## src/rtl/key_pio_pkg.sv

```systemverilog
// Register map for the push-button / switch PIO responder.
package key_pio_pkg;
  localparam logic [1:0] ADDR_DATA = 2'd0;
  localparam logic [1:0] ADDR_MASK = 2'd1;
  localparam logic [1:0] ADDR_EDGE = 2'd2;
  localparam logic [1:0] ADDR_STAT = 2'd3;
endpackage

```

## src/rtl/key_debounce.sv

```systemverilog
// One input bit: 2-flop synchronizer, polarity fix, stable-count debouncer.
// level is the debounced "pressed" state; press pulses on the cycle level rises.
module key_debounce #(
  parameter int DEBOUNCE   = 500000,
  parameter bit ACTIVE_LOW = 1'b1
) (
  input  logic Clk,
  input  logic Reset,
  input  logic pin,
  output logic level,
  output logic press
);
  localparam int CW = $clog2(DEBOUNCE + 1);

  logic          s1, s2;
  logic [CW-1:0] cnt;
  logic          hit;

  assign hit   = (s2 != level) && (cnt == CW'(DEBOUNCE - 1));
  assign press = hit & s2;

  // Polarity is folded in ahead of the first flop so the cleared sync state
  // means "not pressed" and an idle pin never counts toward a change after reset.
  always_ff @(posedge Clk or posedge Reset) begin
    if (Reset) begin
      s1    <= 1'b0;
      s2    <= 1'b0;
      cnt   <= '0;
      level <= 1'b0;
    end else begin
      s1 <= ACTIVE_LOW ? ~pin : pin;
      s2 <= s1;
      if (s2 == level) begin
        cnt <= '0;
      end else if (hit) begin
        level <= s2;
        cnt   <= '0;
      end else begin
        cnt <= cnt + CW'(1);
      end
    end
  end
endmodule

```

## src/rtl/avalon_key_pio.sv

```systemverilog
// Avalon-MM responder exposing debounced keys: DATA, MASK, W1C EDGE, STAT, level irq.
module avalon_key_pio
  import key_pio_pkg::*;
#(
  parameter int WIDTH      = 4,
  parameter int DEBOUNCE   = 500000,
  parameter bit ACTIVE_LOW = 1'b1
) (
  input  logic             Clk,
  input  logic             Reset,
  input  logic [WIDTH-1:0] pins_in,
  input  logic [1:0]       avs_address,
  input  logic             avs_read,
  input  logic             avs_write,
  input  logic [31:0]      avs_writedata,
  output logic [31:0]      avs_readdata,
  output logic             irq
);
  logic [WIDTH-1:0] db, press, mask, edge_q, w1c;
  logic [31:0]      rd_mux;
  logic             wdata_unused;

  key_debounce #(.DEBOUNCE(DEBOUNCE), .ACTIVE_LOW(ACTIVE_LOW)) u_deb [WIDTH-1:0] (
    .Clk   (Clk),
    .Reset (Reset),
    .pin   (pins_in),
    .level (db),
    .press (press)
  );

  assign wdata_unused = &{1'b0, avs_writedata};
  assign w1c = (avs_write && avs_address == ADDR_EDGE) ? avs_writedata[WIDTH-1:0] : '0;

  always_comb begin
    rd_mux = '0;
    case (avs_address)
      ADDR_DATA: rd_mux[WIDTH-1:0] = db;
      ADDR_MASK: rd_mux[WIDTH-1:0] = mask;
      ADDR_EDGE: rd_mux[WIDTH-1:0] = edge_q;
      default:   rd_mux[0]         = irq;
    endcase
  end

  // A press landing in the same cycle as its W1C survives: set is OR-ed after clear.
  always_ff @(posedge Clk or posedge Reset) begin
    if (Reset) begin
      mask         <= '0;
      edge_q       <= '0;
      irq          <= 1'b0;
      avs_readdata <= '0;
    end else begin
      if (avs_write && avs_address == ADDR_MASK) mask <= avs_writedata[WIDTH-1:0];
      edge_q <= (edge_q & ~w1c) | press;
      irq    <= |(edge_q & mask);
      if (avs_read) avs_readdata <= rd_mux;
    end
  end
endmodule

```

## config.mk

```make
export PLATFORM = sky130hd
export DESIGN_NAME = avalon_key_pio
export DESIGN_NICKNAME = d
export VERILOG_FILES = /design/src/rtl/key_pio_pkg.sv /design/src/rtl/key_debounce.sv /design/src/rtl/avalon_key_pio.sv
export SDC_FILE = /design/constraint.sdc
export NUM_CORES = 1
export LEC_CHECK = 0
export BUFFER_PORTS_ARGS = -buffer_cell sky130_fd_sc_hd__buf_2
export CAP_MARGIN = 30
export CORE_ASPECT_RATIO = 1.75
export CORE_MARGIN = 10
export CORE_UTILIZATION = 52
export CTS_CLUSTER_SIZE = 25
export DETAILED_ROUTE_END_ITERATION = 6
export HOLD_SLACK_MARGIN = 0.1
export PLACE_DENSITY = 0.77
export SLEW_MARGIN = 20
export SYNTH_ARGS = -nofsm -noshare
export SYNTH_HDL_FRONTEND = slang
export SYNTH_SLANG_ARGS = --single-unit
```

## constraint.sdc

```tcl
create_clock -name Clk -period 3.3 [get_ports Clk]
set_input_delay 0.66 -clock Clk [delete_from_list [all_inputs] [get_ports Clk]]
set_output_delay 0.66 -clock Clk [all_outputs]
set_load 0.01 [all_outputs]
```

==> metrics.cfg, run 1 <==
[outcome]
run_status=complete, no violations

[route]
via_per_inst=5.63
avgRoutedWirePerCell_um=14.7
vias=3678
antenna_left=0
drc_errors=0
dr.pass1.iters=4
wl_um=9610
drt_iter0_drc=163

[power_and_ir_drop]
combPwrFrac_pct=5.8
clockPowerShare_pct=42.0
swShare_pct=22.4
p_switching_mw=0.557
p_leak_nw=2.30
pwr_density_cell_nw_per_um2=453
seqPwrFrac_pct=52.3
vdd_ir_drop_max_mv=0.320
intPower_mw=1.93
finalPower_mw=2.49

[final_layout]
final_layout_size_suffix_gt1_share_pct=11.1
mostFrequentLayoutCells=dfrtp_1, nor2_1, nand2_1, xnor2_1, conb_1
nets=572
final-instance-count-excl-fill=653
fin_area_um2=5490
area.growth.synth_to_final_pct=9.51
fin_util_pct=58.0
diodes=0
final_common_cell=dfrtp_1

[critical_path]
end_kind=register
required_ns=3.50
critPathMaxStageDelay_ns=0.59
startpoint_type=register
arrival_ns=2.40
critPathSlowestCell=or4_4
worstPathMaxFanout=18
path_buf_inv=0
cp_cell_sequence=or4b_1 -> or4_4 -> o21ai_4 -> a21oi_1
critPathTopFamily=simple AND/OR/NAND/NOR gates
regToRegStartpoint=u_deb[0].cnt[10]$_DFF_PP0_
critPathKind=register to register
worstSetupStartpoint=u_deb[0].cnt[10]$_DFF_PP0_

[yosys]
synth_cell_types=47
ys_warn_count=0
synth.avg_cell_area_um2=10.0
yosys.area.top_type=dfrtp_1
synth_area_um2=5010
ys.flop_type=dfrtp_1
synth_edf_count=0
async_flop_share_pct=100
ys_ff_latch=101
ys_seq_area_share_pct=50.4
synth_cells=500
synthTopCellsByArea=dfrtp_1, xnor2_1, nor2_1
synth_top_area_share_pct=50.4

[clocking]
clockRootBuffer=clkbuf_16
max-clock-path-buffers=2
clk_pin_slew_worst_paths_ns=0.07
htreeDepth=3
numCtsBuffers=9
tritoncts=done
clock_latency_ns=0.34
cts_hold_buf=0
clock_sinks=101
cts_resized=0
cts_setup_buffers=0

[sta]
setup-tns-final_ns=0
finalCritPeriodShare_pct=66.7
finalSetupViolations=0
fin_ws_ns=1.10
fmax_mhz=454
hold_viol=0
hold_slack_ns=0.254
maxSlewViolCount=0
relSlewSlack_pct=63.6
grt_setup_unrepaired=false
finClkSkew_ns=0.00919
tightestPinTransition_ns=0.540
min_period_ns=2.20

[grt]
grt.total_usage_pct=14.2
grt_pass1_wl_um=16500
overflow=0
grt_pass1_vias=3768
antenna_found_initial=0
grt_max_degree=43

[placed_design]
detailed_place_hpwl_um=6830
dp.cells=636
place.gp.congestion=0.850
place_area_um2=5170
dp_slack_ns=1.14
io_buffers=18

[floorplan]
dieArea_um2=14100
fp.dieH_um=150
core_area_um2=9470
io_pins=75
die_w_um=94.2
rows=47
start_util_pct=52.9

[min_path]
hold_path.class=primary input to async pin

[job]
cap_violations=0

[worst reg2reg max path, stage by stage (launching register included)]
cell and delay [ns]:
dfrtp_1 0.41, or4b_1 0.52, or4_4 0.59, o21ai_4 0.41, a21oi_1 0.12
[power by group through the flow]
stage               clock network (mW)  logic (mW)  registers, mW
detailed placement                   0       0.142           1.32
finish                            1.04       0.144           1.30
global route                      1.13       0.164           1.30
global placement                     0       0.137           1.32
CTS                               1.08       0.143           1.30
floorplan                            0       0.117           1.32
[state kept, by name, indices dropped and copies added (netlist names)]
| signal | flops |
|---|---|
| u_deb.cnt | 76 |
| mask | 4 |
| irq | 1 |
| u_deb.level | 4 |
| u_deb.s1 | 4 |
| edge_q | 4 |
| u_deb.s2 | 4 |
| avs_readdata | 4 |
[logic make-up (layout without fill, tap and decap cells)]
| kind of cell | Yosys count | count (layout) | synth area share (%) |
|---|---|---|---|
| multiplexers | 11 | 11 | 2.62 |
| buffers and inverters | 57 | 61 | 6.52 |
| XOR/XNOR | 51 | 51 | 8.91 |
| AND/OR/NAND/NOR | 214 | 214 | 22.7 |
| AO/OA/AOI/OAI | 61 | 61 | 7.69 |
| other | 1 | 28 | 0.0748 |
| flip-flops | 101 | 101 | 50.4 |
| adder cells (fa/ha/maj) | 4 | 4 | 0.999 |
[cell usage after synthesis (all sizes together) (7+ instances only)]
cell type  count
dfrtp        101
nor2          64
buf           32
nand2         31
xnor2         30
a21oi         27
nand3         23
inv           21
xor2          21
nand4         20
o21ai         16
or3           14
or4           13
nor4          12
o31ai         12
mux2           7
nor3           7
[layer usage]
metal	part of all wire [%]	wire, um	track usage, %	up-vias
li1	-	-	-	1762
met1	43	4130	16.0	1829
met2	51	4900	24.0	68
met3	4.1	398	3.81	19
met4	1.9	178	6.87	0
met5	0	0	0	-
[layout make-up]
class                   instances  area (um^2)
fillers                       830         3980
flip-flops and latches        101         2530
multi-input cells             369         2260
clock buffers                  12          246
repair buffers                 24          173
well taps                     122          153
inverters                      21         82.6
clock inverters                 4         47.5
[path summary, 6_finish.rpt]
check	end	slack, ns	cells past startpoint
setup / recovery	u_deb[0].cnt[13]$_DFF_PP0_	1.10	4
max in group asynchronous	u_deb[3].cnt[4]$_DFF_PP0_	2.35	4
setup reg to reg	u_deb[0].cnt[13]$_DFF_PP0_	1.10	4
hold / removal	u_deb[1].cnt[11]$_DFF_PP0_	0.25	2
min in group Clk	u_deb[3].s2$_DFF_PP0_	0.35	0
hold reg to reg	u_deb[3].s2$_DFF_PP0_	0.35	0
Note: power is estimated with default switching activity, not from simulation.
==> inputs of run 2 (changes only) <==
==> constraint.sdc (replaced) <==
create_clock -name Clk -period 1.85 [get_ports Clk]
set_input_delay 0.37 -clock Clk [delete_from_list [all_inputs] [get_ports Clk]]
set_output_delay 0.37 -clock Clk [all_outputs]
set_load 0.01 [all_outputs]
==> run 2 against run 1 <==
Net effect:
- the flow now finishes with violations (negative setup slack)
- clock power increased by 80%
- fmax up 9.8%
- via count up 8.2%
- register-to-register slack got worse by 1.3 ns
- cell area is 14% higher
- clock skew fell by 0.0013 ns
- sequential cell count unchanged
- critical path type unchanged
- largest power group unchanged
==> metrics.cfg, run 2 (same netlist as run 1, synthesis figures left out) <==
[route]
wl_um=11300  ; +17%
met2_length_um=6140  ; +25%
wl_met3_um=427  ; +7.3%
wl_met1_um=4460  ; +8.2%
avgRoutedWirePerCell_um=15.7  ; +6.6%
antenna_left=0  ; unchanged
via_per_inst=5.53  ; -1.7%
highest_layer=met4
drc_errors=0  ; unchanged
dr.pass1.iters=4  ; unchanged
vias=3979  ; +8.2%
drt_iter0_drc=141  ; -13%

[sta]
finClkSkew_ns=0.00792  ; -0.00127 ns
relSlewSlack_pct=64.6  ; +0.99 points
fin_ws_ns=-0.155  ; -1.25 ns
finalCritPeriodShare_pct=108  ; +42 points
hold_viol=0  ; unchanged
setup-tns-final_ns=-2.45  ; -2.45 ns
maxSlewViolCount=0  ; unchanged
min_period_ns=2.01  ; -0.196 ns
fmax_mhz=499  ; +9.8%
finalSetupViolations=36  ; +36
grt_setup_unrepaired=true
tightestPinTransition_ns=0.531  ; -0.00989 ns

[critical_path]
end_kind=register
worstPathMaxFanout=3  ; -15
regToRegStartpoint=u_deb[0].cnt[10]$_DFF_PP0_
startpoint_type=register
worstSetupStartpoint=u_deb[0].cnt[10]$_DFF_PP0_
critPathKind=register to register
critPathSlowestCell=or4_4
arrival_ns=2.24  ; -0.16 ns
critPathMaxStageDelay_ns=0.57  ; -0.02 ns
cp_cell_sequence=or4b_1 -> or4_4 -> nor2_2 -> mux2_4
required_ns=2.08  ; -1.42 ns

[min_path]
hold_path.class=primary input to async pin

[power_and_ir_drop]
clockPowerShare_pct=41.4  ; -0.6 points
seqPwrFrac_pct=51.4  ; -0.9 points
swShare_pct=23.6  ; +1.2 points
combPwrFrac_pct=7.2  ; +1.4 points
finalPower_mw=4.50  ; +81%
intPower_mw=3.44  ; +78%
p_switching_mw=1.06  ; +91%
pwr_density_cell_nw_per_um2=719  ; +59%
vdd_ir_drop_max_mv=0.614  ; +92%
p_leak_nw=2.67  ; +16%

[placed_design]
dp.cells=687  ; +8.0%
place.gp.congestion=0.843  ; -0.81%
io_buffers=18  ; unchanged
dp_slack_ns=-0.205  ; -1.35 ns
detailed_place_hpwl_um=7500  ; +9.8%

[job]
cap_violations=0  ; unchanged

[outcome]
run_status=finished, violations left
failed_checks=negative setup slack

[clocking]
htreeDepth=3  ; unchanged
cts_hold_buf=0  ; unchanged
clock_latency_ns=0.35  ; about the same
clock_sinks=101  ; unchanged
tritoncts=done
numCtsBuffers=9  ; unchanged
clockRootBuffer=clkbuf_16
max-clock-path-buffers=2  ; unchanged
clk_pin_slew_worst_paths_ns=0.07  ; about the same

[final_layout]
registers.top_by_ff_count=u_deb.cnt
largest_register_ffs=76  ; unchanged
diodes=0  ; unchanged
mostFrequentLayoutCells=dfrtp_1, buf_4, nor2_1, nand2_1, xnor2_1
final_common_cell=dfrtp_1
area.growth.synth_to_final_pct=25.1
final-instance-count-excl-fill=719  ; +10%
fin_util_pct=66.2  ; +8.2 points
final_layout_size_suffix_gt1_share_pct=28.1  ; +17 points
nets=638  ; +12%

[floorplan]
start_util_pct=52.9  ; unchanged
fp.dieH_um=150  ; unchanged
dieArea_um2=14100  ; unchanged
die_w_um=94.2  ; unchanged
io_pins=75  ; unchanged
rows=47  ; unchanged
core_area_um2=9470  ; unchanged

[grt]
overflow=0  ; unchanged
grt_pass1_vias=4075  ; +8.1%
grt_pass1_wl_um=18300  ; +11%
grt.total_usage_pct=15.7  ; +1.5 points
antenna_found_initial=0  ; unchanged
grt_max_degree=102  ; +140%

==> run 2: layer usage <==
metal,global-route usage (%),vias to the layer above
li1,-,1887
met1,17.8,1994
met2,28.1,80
met3,3.06,18
met4,5.88,0
met5,0,-
==> run 2: timing repair <==
action                                  4_1_cts  5_1_grt
buffers inserted                              6        6
endpoints found under the setup margin       27       56
gates resized for setup                       9       51
cloned                                        0        4
pin swaps                                     7       21
==> run 2: power groups by stage <==
stage | clock, mW | combinational (mW) | sequential (mW)
floorplan | 0 | 0.212 | 2.35
global placement | 0 | 0.266 | 2.35
detailed placement | 0 | 0.276 | 2.36
CTS | 1.90 | 0.285 | 2.32
global route | 1.99 | 0.361 | 2.32
finish | 1.87 | 0.322 | 2.32
==> run 2: metrics by stage <==
step	hold slack, ns	instance area (um^2)
after global placement	0.340	5590
after global routing	0.159	6270
after floorplan	0.331	5150
final	0.159	6270
after CTS	0.152	5970
after detailed placement	0.346	5590
==> run 2: area by class of cell <==
cell class | count | area (um^2)
clock buffer | 9 | 225
sequential | 101 | 2530
fill | 720 | 3200
clock inverter | 7 | 66.3
tap | 122 | 153
timing repair buffer | 90 | 729
inverter | 21 | 82.6
multi-input combinational | 369 | 2480
==> run 2: worst paths after layout <==
path	cells past startpoint	endpoint	slack (ns)
worst min-delay path	3	u_deb[3].cnt[9]$_DFF_PP0_	0.16
max in group asynchronous	3	u_deb[3].cnt[17]$_DFF_PP0_	1.28
worst max-delay path	4	u_deb[0].level$_DFFE_PP0P_	-0.16
min in group Clk	2	u_deb[0].s1$_DFF_PP0_	0.16
worst min register to register	0	u_deb[3].s2$_DFF_PP0_	0.36
worst max register to register	4	u_deb[0].level$_DFFE_PP0P_	-0.16
==> run 2: critical path: cells and delay by family, from the launching register on <==
family	cells	cell delay, ns
multiplexers	1	0.30
AND/OR/NAND/NOR	3	1.21
flip-flops	1	0.38
